==> config.mk <==
export PLATFORM = sky130hd
export DESIGN_NAME = atm_account_arbiter
export DESIGN_NICKNAME = d
export VERILOG_FILES = /design/src/rtl/atm_account_arbiter.sv
export SDC_FILE = /design/constraint.sdc
export NUM_CORES = 1
export LEC_CHECK = 0
export ABC_AREA = 0
export CAP_MARGIN = 15
export CORE_ASPECT_RATIO = 1.4
export CORE_MARGIN = 2
export CORE_UTILIZATION = 40
export DETAILED_ROUTE_END_ITERATION = 7
export PLACE_DENSITY_LB_ADDON = 0.15
export SLEW_MARGIN = 20
export SYNTH_ARGS = -nofsm -noshare
export SYNTH_HDL_FRONTEND = slang
export SYNTH_SLANG_ARGS = --single-unit
==> constraint.sdc <==
create_clock -name clk -period 9.1 [get_ports clk]
set_input_delay 2.275 -clock clk [delete_from_list [all_inputs] [get_ports clk]]
set_output_delay 2.275 -clock clk [all_outputs]
set_load 0.02 [all_outputs]
==> src/rtl/atm_account_arbiter.sv <==
// Round-robin arbiter granting terminals access to a shared balance table,
// with per-card ownership locks and OPEN/READ/WRITE/CLOSE command execution.
module atm_account_arbiter #(
  parameter int N_REQ         = 4,
  parameter int card_width    = 3,
  parameter int balance_width = 20,
  parameter int INIT_BALANCE  = 1000
) (
  input  logic                             clk,
  input  logic                             rst,
  input  logic [N_REQ-1:0]                 req,
  input  logic [2*N_REQ-1:0]               cmd,
  input  logic [N_REQ*card_width-1:0]      card,
  input  logic [N_REQ*balance_width-1:0]   wdata,
  input  logic [N_REQ-1:0]                 abort,
  output logic [N_REQ-1:0]                 ack,
  output logic [balance_width-1:0]         rdata,
  output logic [1:0]                       resp
);

  localparam int IDXW  = (N_REQ > 1) ? $clog2(N_REQ) : 1;
  localparam int DEPTH = 1 << card_width;

  localparam logic [1:0] CMD_OPEN  = 2'b00;
  localparam logic [1:0] CMD_READ  = 2'b01;
  localparam logic [1:0] CMD_WRITE = 2'b10;
  localparam logic [1:0] CMD_CLOSE = 2'b11;

  localparam logic [1:0] RESP_OK        = 2'b00;
  localparam logic [1:0] RESP_LOCKED    = 2'b01;
  localparam logic [1:0] RESP_NOT_OWNER = 2'b10;

  typedef enum logic [1:0] {IDLE = 2'd0, EXEC = 2'd1, RESP = 2'd2} state_t;

  state_t                    state;
  logic [IDXW-1:0]           ptr;
  logic [IDXW-1:0]           pick;
  logic                      pick_vld;
  logic [IDXW-1:0]           win_p1;
  logic [1:0]                cmd_p1;
  logic [card_width-1:0]     card_p1;
  logic [balance_width-1:0]  wdata_p1;
  logic [balance_width-1:0]  bal     [DEPTH];
  logic                      lock_v  [DEPTH];
  logic [IDXW-1:0]           lock_id [DEPTH];
  logic                      owned;

  // Scan downward so the port closest above ptr is the last (winning) assignment.
  always_comb begin
    int idx;
    idx      = 0;
    pick     = '0;
    pick_vld = 1'b0;
    for (int k = N_REQ - 1; k >= 0; k--) begin
      idx = int'(ptr) + k;
      if (idx >= N_REQ) idx = idx - N_REQ;
      if (req[idx]) begin
        pick     = IDXW'(idx);
        pick_vld = 1'b1;
      end
    end
  end

  assign owned = lock_v[card_p1] && (lock_id[card_p1] == win_p1);

  always_ff @(posedge clk) begin
    if (rst) begin
      state    <= IDLE;
      ptr      <= '0;
      win_p1   <= '0;
      cmd_p1   <= '0;
      card_p1  <= '0;
      wdata_p1 <= '0;
      ack      <= '0;
      rdata    <= '0;
      resp     <= RESP_OK;
      for (int j = 0; j < DEPTH; j++) begin
        bal[j]     <= balance_width'(INIT_BALANCE);
        lock_v[j]  <= 1'b0;
        lock_id[j] <= '0;
      end
    end else begin
      ack <= '0;
      case (state)
        // Grant stage: latch winner and its request fields.
        IDLE: begin
          if (pick_vld) begin
            win_p1   <= pick;
            cmd_p1   <= cmd[2*int'(pick) +: 2];
            card_p1  <= card[card_width*int'(pick) +: card_width];
            wdata_p1 <= wdata[balance_width*int'(pick) +: balance_width];
            state    <= EXEC;
          end
        end
        // Execute stage: table lookup/update and registered result.
        EXEC: begin
          state <= RESP;
          ack   <= N_REQ'(1) << win_p1;
          rdata <= '0;
          if (cmd_p1 == CMD_OPEN) begin
            if (!lock_v[card_p1] || owned) begin
              resp  <= RESP_OK;
              rdata <= bal[card_p1];
              if (!abort[win_p1]) begin
                lock_v[card_p1]  <= 1'b1;
                lock_id[card_p1] <= win_p1;
              end
            end else begin
              resp <= RESP_LOCKED;
            end
          end else if (!owned) begin
            resp <= RESP_NOT_OWNER;
          end else begin
            resp <= RESP_OK;
            case (cmd_p1)
              CMD_WRITE: begin
                bal[card_p1] <= wdata_p1;
                rdata        <= wdata_p1;
              end
              CMD_CLOSE: begin
                lock_v[card_p1] <= 1'b0;
                rdata           <= bal[card_p1];
              end
              default: rdata <= bal[card_p1];
            endcase
          end
        end
        // Response stage: ack is visible this cycle; advance the rotation.
        RESP: begin
          state <= IDLE;
          if (win_p1 == IDXW'(N_REQ - 1)) ptr <= '0;
          else                            ptr <= win_p1 + IDXW'(1);
        end
        default: state <= IDLE;
      endcase
      // Placed last so an abort overrides any lock set by the command above.
      for (int j = 0; j < DEPTH; j++) begin
        if (lock_v[j] && abort[lock_id[j]]) lock_v[j] <= 1'b0;
      end
    end
  end

endmodule
==> results of run 1 <==
[logic make-up (layout without fill, tap and decap cells)]
kind of cell	after synthesis	in the layout	share of synthesized area
simple gates	299	299	0.144
xor+xnor	2	2	0.00148
fa+ha+maj	1	1	0.00106
flops	244	244	0.570
mux	142	142	0.170
buf+inv	86	204	0.0308
compound gates	149	149	0.0820
[power by group through the flow]
stage | Sequential (mW) | Combinational, mW | Clock, mW
after floorplan | 1.31 | 0.267 | 0
after global placement | 1.34 | 0.398 | 0
after detailed placement | 1.35 | 0.402 | 0
after CTS | 1.32 | 0.403 | 1.05
after global routing | 1.33 | 0.431 | 1.09
final | 1.32 | 0.397 | 1.03
[synthesized netlist by cell type (2+ instances only)]
cell type / number / area [um2]
edfxtp_1: 184 / 5530
and2_1: 113 / 707
mux2i_1: 94 / 941
nor2_1: 62 / 233
dfxtp_1: 60 / 1200
nand2b_1: 59 / 369
mux4_2: 47 / 1060
clkbuf_1: 46 / 173
o21ai_0: 43 / 215
a21oi_1: 41 / 205
a2bb2oi_1: 25 / 219
nand2_1: 22 / 82.6
buf_2: 18 / 90.1
buf_1: 11 / 41.3
o22ai_1: 10 / 62.6
a21o_1: 8 / 60.1
inv_1: 8 / 30.0
nor3_2: 8 / 80.1
or2_2: 8 / 50.1
nand3b_1: 5 / 37.5
nor2b_1: 4 / 25.0
nor3_1: 4 / 20.0
o21ai_1: 4 / 20.0
a22o_1: 3 / 26.3
nor3b_1: 3 / 22.5
o211ai_1: 3 / 22.5
a31oi_1: 2 / 12.5
buf_6: 2 / 22.5
nand3_1: 2 / 10.0
nor4_1: 2 / 12.5
or3_1: 2 / 12.5
xor2_1: 2 / 17.5
[worst max-delay path by stage]
stage / from / to / slack, ns
global placement: rst / bal[1][13] / 3.47
floorplan: abort[2] / lock_v[0] / 4.63
global route: rst / bal[1][9] / 3.97
CTS: rst / bal[1][9] / 3.95
finish: rst / bal[0][9] / 4.18
detailed placement: rst / bal[1][11] / 3.40
[cells in the final DEF (no fill, tap or decap), drive strengths merged, types with 5 or more instances in the layout]
master | Yosys | final
and2 | 113 | 113
edfxtp | 184 | 184
mux4 | 47 | 47
clkdlybuf4s50 | 0 | 135
nand2b | 59 | 59
nor2 | 62 | 62
buf | 32 | 15
o21ai | 47 | 47
nor3 | 12 | 12
mux2i | 94 | 94
a21o | 8 | 8
o22ai | 10 | 10
inv | 8 | 9
clkinv | 0 | 11
a21oi | 41 | 41
nand2 | 22 | 22
or2 | 9 | 9
a2bb2oi | 25 | 25
dfxtp | 60 | 60
nand3b | 5 | 5
clkbuf | 46 | 30
[routing by layer]
layer | global-route usage | vias up
li1 | - | 3586
met1 | 0.256 | 3700
met2 | 0.360 | 193
met3 | 0.0284 | 67
met4 | 0.0752 | 0
met5 | 0 | -
[area by class of cell]
class / instances / area, um2
tap: 380 / 475
timing repair buffer: 150 / 1460
fill: 2629 / 14800
clock buffer: 30 / 664
sequential: 244 / 6730
multi-input combinational: 593 / 4730
inverter: 8 / 30.0
clock inverter: 16 / 155
[flip-flops by register name, summed over array words and instances, names as in the netlist, named ones only]
signal and count:
ack 4, bal 160, card_p1 3, cmd_p1 2, lock_id 16, lock_v 8
ptr 2, rdata 20, resp 2, state 2, wdata_p1 20, win_p1 2
[stage by stage]
stage	util	instance area, um2
after CTS	0.490	14200
after global routing	0.490	14200
final	0.490	14200
after detailed placement	0.462	13400
after global placement	0.462	13400
after floorplan	-	11800
[worst register-to-register path: stages, from the launching register on]
cell and delay, ns:
dfxtp_2 0.31, buf_4 0.47, mux4_2 0.59, xor2_1 0.32, nand3_1 0.59, nor3_4 0.81, or2_2 0.56
==> run_results.csv, run 1 <==
group,metric,value,unit
synth,synth_edf_count,184,
setup_path,path_cells,"clkdlybuf4s50_1, buf_4, nor2_1, nand2_1, nor3_2, buf_4, or2_1",
cts,cts_tree,"yes",
timing,finalHoldViolCount,0,
power_and_ir_drop,vdd_drop_max,0.118,mV
detailed_routing,met2_wirelength,16.1,mm
timing,rsz0062_at_grt,"no",
synth,synth_cell_types,50,
final_layout,nets,1133,
power_and_ir_drop,p_comb_frac,0.144,
setup_path,critical-path-slowest-cell,"or2_1",
timing,tightest_slew,1.03,ns
timing,min_period_over_period,0.540,
setup_path,timing.critical_path.buf_inv,3,
power_and_ir_drop,switching_share,0.257,
cts,hold_buffers,0,
synth,synth.yosys.seq_area_share,0.570,
floorplanning,die_y,207,um
global_route,antenna_found_initial,0,
cts,clockRootBuffer,"clkbuf_16",
detailed_routing,viasPerCell,5.31,
detailed_routing,vias,7546,
timing,maxSlewHeadroom,0.311,
detailed_routing,wl_met1,12.4,mm
cts,clock_latency,0.53,ns
setup_path,cp-start-kind,"input pin",
hold_path,hold_path.class,"flip-flop to flip-flop",
power_and_ir_drop,power,2.75,mW
hold_path,hp-start,"resp[1]",
final_layout,syn_to_final_growth,20.7,%
setup_path,rr_worst_depth,6,
detailed_routing,ant_nets,0,
timing,worst_slack,4.18,ns
power_and_ir_drop,p_seq_frac,0.481,
final_layout,fin_cells,1421,
setup_path,crit_family,"simple AND/OR/NAND/NOR gates",
synth,ys_ff_latch,244,
synth,ys_warn_count,0,
synth,syn_area,11800,um2
cts,cts_buffer_depth,3,
detailed_routing,drc,0,
setup_path,rrSetupSlack,5.08,ns
run_status,status,"finished clean",
power_and_ir_drop,p_clk_frac,0.375,
setup_path,end_kind,"flip-flop",
final_layout,drive_above_1_share,0.123,
floorplanning,ios,136,
setup_path,r2r-end,"bal[1][15]",
global_route,grt_pass1_vias,8013,
place,pre_cts_ws,3.40,ns
timing,clock.fmax,203,MHz
job,maxCapViolCount,0,
power_and_ir_drop,p_int,2.04,mW
timing,fin_crit,4.92,ns
cts,numCtsBuffers,25,
cts,cts.sinks,244,
power_and_ir_drop,p_switching,705,uW
floorplanning,core_region_area,29100,um2
global_route,grt_max_degree,47,
place,hpwl,21.2,mm
timing,fin_skew,0.0119,ns
global_route,gr-usage-all-layers,0.205,
cts,postCtsResizedCells,0,
place,dp_cells,1375,
global_route,overflow,0,
floorplanning,die_w,149,um
setup_path,cp_max_fo,36,
detailed_routing,wl_met3,1.28,mm
hold_path,timing.hold.worst_endpoint,"resp[1]",
floorplanning,die-area,30900,um2
synth,postSynthCellCount,923,
power_and_ir_drop,leakagePower,4.74,nW
setup_path,cp_common_cell,"buf_4",
timing,setup_violations,0,
setup_path,critical_path_depth,7,
cts,clk_transition_reported_paths,0.06,ns
power_and_ir_drop,power_density,193,nW/um2
floorplanning,rows,74,
place,gp_congestion,0.874,
hold_path,hold_depth,2,
setup_path,crit_arrival,5.06,ns
setup_path,worstSetupPathType,"input pin to flip-flop",
timing,fin_setup_tns,0,ns
detailed_routing,first_pass_iters,5,
timing,whs,0.465,ns
synth,syn_area_per_cell,12.8,um2
timing,drv_slew,0,
detailed_routing,routedWlPerCell,21.7,um
final_layout,antenna_cells,0,
detailed_routing,top_layer,"met4",
place,io_buffers,135,
cts,post_cts_buffers,0,
floorplanning,initial_core_util,0.406,
synth,syn_nets,1034,
cts,ctsHtreeMaxLevel,1,
global_route,grt_first_pass_wirelength,47.9,mm
setup_path,critical_path.max_stage_delay,0.76,ns
detailed_routing,wl,30.9,mm
setup_path,required,9.25,ns
synth,synthFlopType,"edfxtp_1",
synth,async_reset_ff_frac,0,
detailed_routing,first_iter_violations,468,
Note: power is estimated with default switching activity, not from simulation.
==> run 2, diff against run 1 <==
==> constraint.sdc (replaced) <==
create_clock -name clk -period 4.88 [get_ports clk]
set_input_delay 1.22 -clock clk [delete_from_list [all_inputs] [get_ports clk]]
set_output_delay 1.22 -clock clk [all_outputs]
set_load 0.02 [all_outputs]
==> run_results.csv, run 2 (same netlist as run 1, synthesis figures left out) <==
group,metric,value,unit
setup_path,critical_path.max_stage_delay,0.67,ns
cts,clk_transition_reported_paths,0.07,ns
cts,hold_buffers,0,
floorplanning,die_w,149,um
final_layout,drive_above_1_share,0.131,
place,gp_congestion,0.911,
final_layout,fin_util,0.492,
detailed_routing,routedWlPerCell,22.0,um
floorplanning,core_region_area,29100,um2
timing,fin_setup_tns,0,ns
setup_path,crit_family,"simple AND/OR/NAND/NOR gates",
power_and_ir_drop,vdd_drop_max,0.211,mV
setup_path,critical-path-slowest-cell,"or4b_1",
setup_path,rrSetupSlack,1.32,ns
setup_path,worstSetupPathType,"input pin to flip-flop",
timing,rsz0062_at_grt,"no",
setup_path,r2r-end,"bal[4][10]",
place,hpwl,20.7,mm
detailed_routing,drc,0,
global_route,overflow,0,
power_and_ir_drop,power,5.13,mW
global_route,gr-usage-all-layers,0.207,
setup_path,crit_arrival,3.79,ns
cts,clock_latency,0.54,ns
floorplanning,initial_core_util,0.406,
detailed_routing,ant_nets,0,
cts,cts_tree,"yes",
power_and_ir_drop,p_clk_frac,0.375,
floorplanning,rows,74,
cts,clockRootBuffer,"clkbuf_16",
place,io_buffers,135,
cts,numCtsBuffers,24,
floorplanning,die_y,207,um
power_and_ir_drop,p_switching,1.31,mW
hold_path,timing.hold.worst_endpoint,"resp[1]",
global_route,grt_pass1_vias,8061,
detailed_routing,first_iter_violations,459,
setup_path,cp-start-kind,"input pin",
final_layout,largest_reg_flops,160,
job,maxCapViolCount,0,
power_and_ir_drop,switching_share,0.256,
timing,setup_violations,0,
place,dp_cells,1383,
final_layout,layout_commonest_cell,"edfxtp_1",
timing,drv_slew,0,
timing,tightest_slew,0.988,ns
floorplanning,ios,136,
timing,fin_skew,0.0211,ns
setup_path,cp_max_fo,9,
detailed_routing,vias,7614,
timing,whs,0.468,ns
cts,post_cts_buffers,0,
hold_path,hold_depth,2,
power_and_ir_drop,p_int,3.81,mW
power_and_ir_drop,p_comb_frac,0.145,
final_layout,nets,1140,
final_layout,fin_cells,1427,
detailed_routing,first_pass_iters,5,
final_layout,syn_to_final_growth,21.3,%
setup_path,path_cells,"clkdlybuf4s50_1, mux4_2, nand2_1, o22ai_1, nor4_1, or4b_1, o41ai_4",
cts,postCtsResizedCells,0,
floorplanning,die-area,30900,um2
global_route,antenna_found_initial,0,
power_and_ir_drop,leakagePower,4.78,nW
final_layout,largest-register,"bal",
power_and_ir_drop,p_seq_frac,0.480,
final_layout,reg_top3,"bal x160, rdata x20, wdata_p1 x20",
global_route,grt_first_pass_wirelength,48.3,mm
setup_path,required,5.10,ns
setup_path,end_kind,"flip-flop",
timing,clock.fmax,280,MHz
timing,fin_crit,3.57,ns
final_layout,antenna_cells,0,
run_status,status,"finished clean",
timing,min_period_over_period,0.732,
final_layout,layout_common_cells,"184 x edfxtp_1, 135 x clkdlybuf4s50_1, 113 x and2_1",
setup_path,rr_worst_depth,6,
global_route,grt_max_degree,47,
timing,finalHoldViolCount,0,
cts,ctsHtreeMaxLevel,1,
cts,cts_buffer_depth,3,
hold_path,hp-start,"resp[1]",
detailed_routing,wl,31.4,mm
power_and_ir_drop,power_density,358,nW/um2
setup_path,timing.critical_path.buf_inv,1,
detailed_routing,viasPerCell,5.34,
hold_path,hold_path.class,"flip-flop to flip-flop",
cts,cts.sinks,244,
timing,maxSlewHeadroom,0.341,
## run 2: cell types whose count changed in the layout (fill, tap and decap cells not counted), moves of 2 or more
cell	previous run	this run
clkbuf_8	2	9
clkinv_1	5	1
clkinv_2	6	4
bufinv_16	3	1
buf_4	15	22
## run 2: worst max path at each step
stage	from	end	depth (start not counted)
2_1_floorplan	abort[2]	lock_v[0]	8
3_3_place_gp	abort[3]	lock_v[0]	7
3_5_place_dp	abort[0]	lock_v[0]	7
4_1_cts	flip-flop	bal[4][10]	6
5_1_grt	abort[3]	lock_v[0]	6
6_report	abort[0]	lock_v[0]	7
## run 2: layout make-up
| class | instances | area (um2) |
|---|---|---|
| tap | 380 | 475 |
| timing repair buffer | 158 | 1540 |
| fill | 2576 | 14800 |
| multi-input combinational | 593 | 4720 |
| sequential | 244 | 6730 |
| clock inverter | 6 | 53.8 |
| inverter | 8 | 30.0 |
| clock buffer | 38 | 766 |
## run 2: stage by stage
stage / cell area, um2 / setup WS (ns)
6_report: 14300 / 1.31
5_1_grt: 14300 / 1.18
4_1_cts: 14300 / 1.27
3_5_place_dp: 13500 / 0.768
3_3_place_gp: 13500 / 0.788
2_1_floorplan: 11800 / 1.46
## run 2: layer usage
metal  track usage  vias up  wire length (um)  part of all wire
met3        0.0262       52              1300             0.041
met1         0.256     3753             12800              0.41
met4        0.0752        0               956             0.030
li1              -     3600                 -                 -
met5             0        -                 0                 0
met2         0.369      209             16400              0.52
## run 2: worst reg2reg max path: stages (launching register included)
cell	delay [ns]
dfxtp_2	0.64
buf_4	0.46
mux4_2	0.57
mux2_2	0.35
nand3_1	0.48
nor3_2	0.12
or2_2	0.58
## run 2: power by group through the flow
stage / Combinational, mW / Sequential [mW] / Clock, mW
2_1_floorplan: 0.498 / 2.44 / 0
3_3_place_gp: 0.748 / 2.50 / 0
3_5_place_dp: 0.753 / 2.51 / 0
4_1_cts: 0.754 / 2.46 / 1.96
5_1_grt: 0.806 / 2.48 / 2.03
6_report: 0.743 / 2.46 / 1.92
